==> src/rtl/idma_obi_sram_adapter.sv <==
// OBI subordinate that terminates an iDMA OBI port on a single-port SRAM bank.
// Grants are credit-throttled so the fall-through response FIFO can never overflow.
module idma_obi_sram_adapter #(
    parameter int unsigned AddrWidth     = 32,
    parameter int unsigned DataWidth     = 32,
    parameter int unsigned IdWidth       = 1,
    parameter int unsigned SramAddrWidth = 10,
    parameter int unsigned SramLatency   = 1,
    parameter int unsigned RspFifoDepth  = 2
) (
    input  logic                     clk_i,
    input  logic                     rst_i,
    input  logic                     obi_req_i,
    output logic                     obi_gnt_o,
    input  logic [AddrWidth-1:0]     obi_addr_i,
    input  logic                     obi_we_i,
    input  logic [DataWidth/8-1:0]   obi_be_i,
    input  logic [DataWidth-1:0]     obi_wdata_i,
    input  logic [IdWidth-1:0]       obi_aid_i,
    output logic                     obi_rvalid_o,
    input  logic                     obi_rready_i,
    output logic [DataWidth-1:0]     obi_rdata_o,
    output logic [IdWidth-1:0]       obi_rid_o,
    output logic                     obi_err_o,
    output logic                     sram_req_o,
    output logic                     sram_we_o,
    output logic [SramAddrWidth-1:0] sram_addr_o,
    output logic [DataWidth/8-1:0]   sram_be_o,
    output logic [DataWidth-1:0]     sram_wdata_o,
    input  logic [DataWidth-1:0]     sram_rdata_i
);

    localparam int unsigned StrbWidth   = DataWidth / 8;
    localparam int unsigned OffsetWidth = $clog2(StrbWidth);
    localparam int unsigned CntWidth    = $clog2(RspFifoDepth + 1);
    localparam int unsigned PtrWidth    = (RspFifoDepth > 1) ? $clog2(RspFifoDepth) : 1;
    localparam logic [CntWidth-1:0] DepthCnt = CntWidth'(RspFifoDepth);
    localparam logic [PtrWidth-1:0] LastPtr  = PtrWidth'(RspFifoDepth - 1);

    if (SramLatency < 1 || RspFifoDepth < 1) begin : gen_param_error
        $error("idma_obi_sram_adapter: SramLatency and RspFifoDepth must both be >= 1");
    end
    if (RspFifoDepth < SramLatency) begin : gen_depth_warning
        $warning("idma_obi_sram_adapter: RspFifoDepth < SramLatency limits sustained throughput");
    end

    logic                     outOfRange;
    logic                     transfer;
    logic                     sramReq;
    logic                     rvalid;
    logic                     pop;
    logic                     lastValid;
    logic [DataWidth-1:0]     pushData;
    logic [IdWidth-1:0]       pushId;
    logic                     pushErr;
    logic                     fifoEmpty;
    logic                     storeEn;
    logic                     popStored;

    logic [SramLatency-1:0]   pipeValid_q;
    logic [SramLatency-1:0]   pipeWe_q;
    logic [SramLatency-1:0]   pipeErr_q;
    logic [IdWidth-1:0]       pipeId_q [SramLatency];

    logic [DataWidth-1:0]     rspData_q [RspFifoDepth];
    logic [IdWidth-1:0]       rspId_q   [RspFifoDepth];
    logic                     rspErr_q  [RspFifoDepth];

    logic [CntWidth-1:0]      creditCnt_q, creditCnt_d;
    logic [CntWidth-1:0]      fifoCount_q, fifoCount_d;
    logic [PtrWidth-1:0]      wrPtr_q, wrPtr_d;
    logic [PtrWidth-1:0]      rdPtr_q, rdPtr_d;

    function automatic logic [PtrWidth-1:0] ptrInc(input logic [PtrWidth-1:0] ptr);
        return (ptr == LastPtr) ? '0 : ptr + PtrWidth'(1);
    endfunction

    // Only the word index and the upper range bits matter; byte alignment is carried by be.
    if (AddrWidth > OffsetWidth + SramAddrWidth) begin : gen_range_check
        assign outOfRange = |obi_addr_i[AddrWidth-1:OffsetWidth+SramAddrWidth];
    end else begin : gen_no_range_check
        assign outOfRange = 1'b0;
    end
    if (OffsetWidth > 0) begin : gen_unused_lsbs
        logic unusedAddrLsbs;
        assign unusedAddrLsbs = ^obi_addr_i[OffsetWidth-1:0];
    end

    assign rvalid    = !rst_i && (!fifoEmpty || lastValid);
    assign pop       = rvalid && obi_rready_i;
    assign obi_gnt_o = obi_req_i && !rst_i && ((creditCnt_q < DepthCnt) || pop);
    assign transfer  = obi_gnt_o;
    assign sramReq   = transfer && !outOfRange;

    assign sram_req_o   = sramReq;
    assign sram_we_o    = sramReq && obi_we_i;
    assign sram_addr_o  = sramReq ? obi_addr_i[OffsetWidth +: SramAddrWidth] : '0;
    assign sram_be_o    = sramReq ? obi_be_i : '0;
    assign sram_wdata_o = sramReq ? obi_wdata_i : '0;

    // Every accepted transfer, including out-of-range ones, walks the latency pipeline.
    always_ff @(posedge clk_i) begin
        if (rst_i) begin
            pipeValid_q <= '0;
        end else begin
            pipeValid_q[0] <= transfer;
            for (int i = 1; i < SramLatency; i++) begin
                pipeValid_q[i] <= pipeValid_q[i-1];
            end
        end
    end

    always_ff @(posedge clk_i) begin
        pipeWe_q[0]  <= obi_we_i;
        pipeErr_q[0] <= outOfRange;
        pipeId_q[0]  <= obi_aid_i;
        for (int i = 1; i < SramLatency; i++) begin
            pipeWe_q[i]  <= pipeWe_q[i-1];
            pipeErr_q[i] <= pipeErr_q[i-1];
            pipeId_q[i]  <= pipeId_q[i-1];
        end
    end

    assign lastValid = pipeValid_q[SramLatency-1];
    assign pushId    = pipeId_q[SramLatency-1];
    assign pushErr   = pipeErr_q[SramLatency-1];
    assign pushData  = (!pipeWe_q[SramLatency-1] && !pushErr) ? sram_rdata_i : '0;

    // An entry arriving at an empty FIFO that is popped the same cycle bypasses storage.
    assign fifoEmpty = (fifoCount_q == '0);
    assign storeEn   = lastValid && !(fifoEmpty && pop);
    assign popStored = pop && !fifoEmpty;

    always_comb begin
        creditCnt_d = creditCnt_q;
        fifoCount_d = fifoCount_q;
        wrPtr_d     = wrPtr_q;
        rdPtr_d     = rdPtr_q;
        if (transfer && !pop) begin
            creditCnt_d = creditCnt_q + CntWidth'(1);
        end else if (!transfer && pop) begin
            creditCnt_d = creditCnt_q - CntWidth'(1);
        end
        if (storeEn && !popStored) begin
            fifoCount_d = fifoCount_q + CntWidth'(1);
        end else if (!storeEn && popStored) begin
            fifoCount_d = fifoCount_q - CntWidth'(1);
        end
        if (storeEn) begin
            wrPtr_d = ptrInc(wrPtr_q);
        end
        if (popStored) begin
            rdPtr_d = ptrInc(rdPtr_q);
        end
    end

    always_ff @(posedge clk_i) begin
        if (rst_i) begin
            creditCnt_q <= '0;
            fifoCount_q <= '0;
            wrPtr_q     <= '0;
            rdPtr_q     <= '0;
        end else begin
            creditCnt_q <= creditCnt_d;
            fifoCount_q <= fifoCount_d;
            wrPtr_q     <= wrPtr_d;
            rdPtr_q     <= rdPtr_d;
        end
    end

    always_ff @(posedge clk_i) begin
        if (storeEn) begin
            rspData_q[wrPtr_q] <= pushData;
            rspId_q[wrPtr_q]   <= pushId;
            rspErr_q[wrPtr_q]  <= pushErr;
        end
    end

    assign obi_rvalid_o = rvalid;
    assign obi_rdata_o  = !rvalid ? '0 : (fifoEmpty ? pushData : rspData_q[rdPtr_q]);
    assign obi_rid_o    = !rvalid ? '0 : (fifoEmpty ? pushId : rspId_q[rdPtr_q]);
    assign obi_err_o    = rvalid && (fifoEmpty ? pushErr : rspErr_q[rdPtr_q]);

    // The credit count is exactly the number of transfers not yet popped.
    assert property (@(posedge clk_i) disable iff (rst_i)
        int'(creditCnt_q) == $countones(pipeValid_q) + int'(fifoCount_q));
    assert property (@(posedge clk_i) disable iff (rst_i) creditCnt_q <= DepthCnt);
    assert property (@(posedge clk_i) disable iff (rst_i)
        !(storeEn && !popStored && fifoCount_q == DepthCnt));

endmodule

==> config.mk <==
export PLATFORM = sky130hd
export DESIGN_NAME = idma_obi_sram_adapter
export DESIGN_NICKNAME = d
export VERILOG_FILES = /design/src/rtl/idma_obi_sram_adapter.sv
export SDC_FILE = /design/constraint.sdc
export NUM_CORES = 1
export LEC_CHECK = 0
export ABC_AREA = 0
export CORE_MARGIN = 2
export CORE_UTILIZATION = 43
export CTS_CLUSTER_DIAMETER = 120
export DETAILED_ROUTE_END_ITERATION = 10
export HOLD_SLACK_MARGIN = 0.12
export PLACE_DENSITY = 0.93
export SLEW_MARGIN = 20
export SYNTH_ARGS = -nofsm -noshare
export SYNTH_HDL_FRONTEND = slang
export SYNTH_SLANG_ARGS = --single-unit
==> constraint.sdc <==
create_clock -name clk_i -period 3.41 [get_ports clk_i]
set_input_delay 0.5115 -clock clk_i [delete_from_list [all_inputs] [get_ports clk_i]]
set_output_delay 0.5115 -clock clk_i [all_outputs]
set_load 0.005 [all_outputs]
==> impl_metrics.env <==
export IMPL_status="completed"
export IMPL_grt_pass1_wl_um=18680
export IMPL_grt_busiest_layer="met2"
export IMPL_final_layout_size_suffix_gt1_frac=0.07774
export IMPL_final_common_cell="clkdlybuf4s50_1"
export IMPL_cts_resized=0
export IMPL_synth_nets=510
export IMPL_grt_util_met1=0.2374
export IMPL_dpl_cell_area_um2=6431
export IMPL_cts_sinks=79
export IMPL_rows=37
export IMPL_grt_ovfl_total=0
export IMPL_numPlacedInstances=686
export IMPL_fin_crit_ns=3.285
export IMPL_netlist_cell_type_count=29
export IMPL_fin_area_um2=6669
export IMPL_initialDrtViolationCount=214
export IMPL_die_area_um2=11130
export IMPL_viasPerCell=5.497
export IMPL_synth_seq_cells=79
export IMPL_clk_pin_slew_worst_paths_ns=0.09
export IMPL_worst_hold_path_type="flip-flop to flip-flop"
export IMPL_fin_hold_ws_ns=0.4704
export IMPL_worstSkewPairLatency_ns=0.35
export IMPL_nFillCells=756
export IMPL_grt_antenna_before_repair=0
export IMPL_dr_pass1_iters=5
export IMPL_cts_root_buf="clkbuf_8"
export IMPL_stdcell_count=702
export IMPL_grt_pass1_vias=3832
export IMPL_end_kind="output port"
export IMPL_synth_top_area_cell="edfxtp_1"
export IMPL_met2_usage=0.3783
export IMPL_grtUsageMet3=0.06741
export IMPL_h_tree_depth=3
export IMPL_skew_ns=0.01238
export IMPL_cts_tree="built"
export IMPL_final_seq_area_um2=2263
export IMPL_leakagePower_uw=0.002069
export IMPL_postSynthAreaPerCell_um2=11.02
export IMPL_synth_edf_count=68
export IMPL_final_cell_mix="clkdlybuf4s50_1 (187), edfxtp_1 (68), nand3b_1 (47)"
export IMPL_nets=669
export IMPL_maxCapViolCount=0
export IMPL_num_vias=3859
export IMPL_required_ns=2.90
export IMPL_port_buffers=187
export IMPL_antenna_left=0
export IMPL_grt_max_degree=63
export IMPL_grtUsageTotal=0.2097
export IMPL_hpwl_um=8182
export IMPL_max_slew_margin_rel=0.3343
export IMPL_synth_compound_area_frac=0.1051
export IMPL_syn_area_um2=4430
export IMPL_initial_core_util=0.4350
export IMPL_crit_path_start_kind="primary input"
export IMPL_coreArea_um2=10180
export IMPL_crit_path_max_fanout=25
export IMPL_synthMuxAreaShare=0.07936
export IMPL_irDropWorstVdd_mv=0.2095
export IMPL_syn2layout_area_growth_pct=50.52
export IMPL_die_x_um=105.5
export IMPL_synth_seq_area_share=0.5106
export IMPL_power_density_nw_per_um2=399.7
export IMPL_diodes=0
export IMPL_setup_viol_count_final=0
export IMPL_syn_inst=402
export IMPL_regToRegSetupSlack_ns=0.89
export IMPL_drcViolationCount=0
export IMPL_cp_arrival_ns=2.77
export IMPL_tns_ns=0
export IMPL_ys_top_cells_by_area="edfxtp_1 (46%), nand3b_1 (8.0%), mux2i_1 (7.7%)"
export IMPL_die_h_um=105.5
export IMPL_cts_hold_buf=0
export IMPL_multiInputGateArea_um2=1968
export IMPL_final_period_utilization=0.9633
export IMPL_io_pins=190
export IMPL_synthAdderAreaFrac=0.005648
export IMPL_synth_xor_area_frac=0.007907
export IMPL_fmax_mhz=304.4
export IMPL_avgRoutedWirePerCell_um=17.09
export IMPL_cts_buffer_depth=2
export IMPL_synth_top_area_share=0.4609
export IMPL_ys_warn_count=0
export IMPL_critical_path_class="primary input to output port"
export IMPL_worstMarginPinSlew_ns=0.9985
export IMPL_numCtsBuffers=9
export IMPL_synthFlopType="edfxtp_1"
export IMPL_synth_top_family_by_area="simple AND/OR/NAND/NOR gates"
export IMPL_hold_viol=0
export IMPL_async_flop_share=0
export IMPL_postCtsSetupBuffers=0
export IMPL_synth_simple_area_share=0.2420
export IMPL_drt_wl_total_um=12000
export IMPL_gp_congestion=0.8358
export IMPL_rsz0062_at_grt="false"
export IMPL_finalMaxSlewViolations=0
synth_stat cells, types with 3 or more instances:
| cell | n |
|---|---|
| or3_1 | 3 |
| xor2_1 | 4 |
| dfxtp_1 | 11 |
| clkbuf_1 | 34 |
| mux2i_1 | 34 |
| nand3b_1 | 47 |
| o21ai_0 | 3 |
| a21oi_1 | 36 |
| buf_2 | 9 |
| nor4_2 | 10 |
| buf_1 | 3 |
| or2_2 | 3 |
| nor4_1 | 42 |
| and2_1 | 33 |
| nand2b_1 | 3 |
| nor2_1 | 9 |
| a211oi_1 | 34 |
| edfxtp_1 | 68 |
critical path, stage by stage:
cell and delay, ns:
clkdlybuf4s50_1 0.40, or4_2 0.68, buf_4 0.24, nor4_1 0.36
clkdlybuf4s50_1 0.58
cell families (layout without fill, tap and decap cells):
| group | Yosys count | count (layout) |
|---|---|---|
| simple gates | 156 | 156 |
| flops | 79 | 79 |
| compound gates | 75 | 75 |
| buf+inv | 51 | 215 |
| mux | 35 | 35 |
| xor+xnor | 4 | 4 |
| fa+ha+maj | 2 | 2 |
final cells by class:
cell class	count	share of cell area
multi-input combinational	272	0.2951
timing repair buffer	197	0.3032
clock buffer	11	0.01970
sequential	79	0.3394
tap	136	0.02552
clock inverter	5	0.01595
inverter	2	0.001126
layer usage:
metal	vias to the layer above	share of wire
li1	1872	-
met1	1814	0.40
met5	-	0
met3	10	0.073
met4	0	0.012
met2	163	0.51
registers in the layout, indices dropped and copies added, names as in the netlist, named ones only:
signal       cells
pipeId_q         1
creditCnt_q      2
fifoCount_q      2
pipeWe_q         1
pipeErr_q        1
rdPtr_q          1
lastValid        1
rspErr_q         2
rspData_q       64
rspId_q          2
wrPtr_q          1
power by group:
group | leakage (µW) | switching (µW) | internal [µW] | total [µW]
Clock | 0.000114 | 334 | 488 | 823
Combinational | 0.00117 | 367 | 357 | 724
Sequential | 0.000790 | 30.6 | 1090 | 1120
Total | 0.00207 | 732 | 1930 | 2670
final timing paths:
kind	from	endpoint	cells past startpoint
worst max-delay path	obi_addr_i[26]	sram_wdata_o[6]	5
worst min-delay path	pipeId_q[0]$_DFF_P_	rspId_q[1]$_DFFE_PP_	0
worst max register to register	fifoCount_q[0]$_SDFFE_PP0P_	creditCnt_q[1]$_SDFFE_PP0P_	6
worst min register to register	pipeId_q[0]$_DFF_P_	rspId_q[1]$_DFFE_PP_	0
metrics by stage:
stage	power (µW)	utilization	worst slack [ns]
final	2665	0.6548	0.1252
after CTS	2687	0.6548	0.1160
after global routing	2793	0.6548	0.04551
after global placement	1833	0.6315	0.2132
after detailed placement	1860	0.6315	0.1180
after floorplan	1528	-	0.5318
Power figures use the tool's default switching activity.
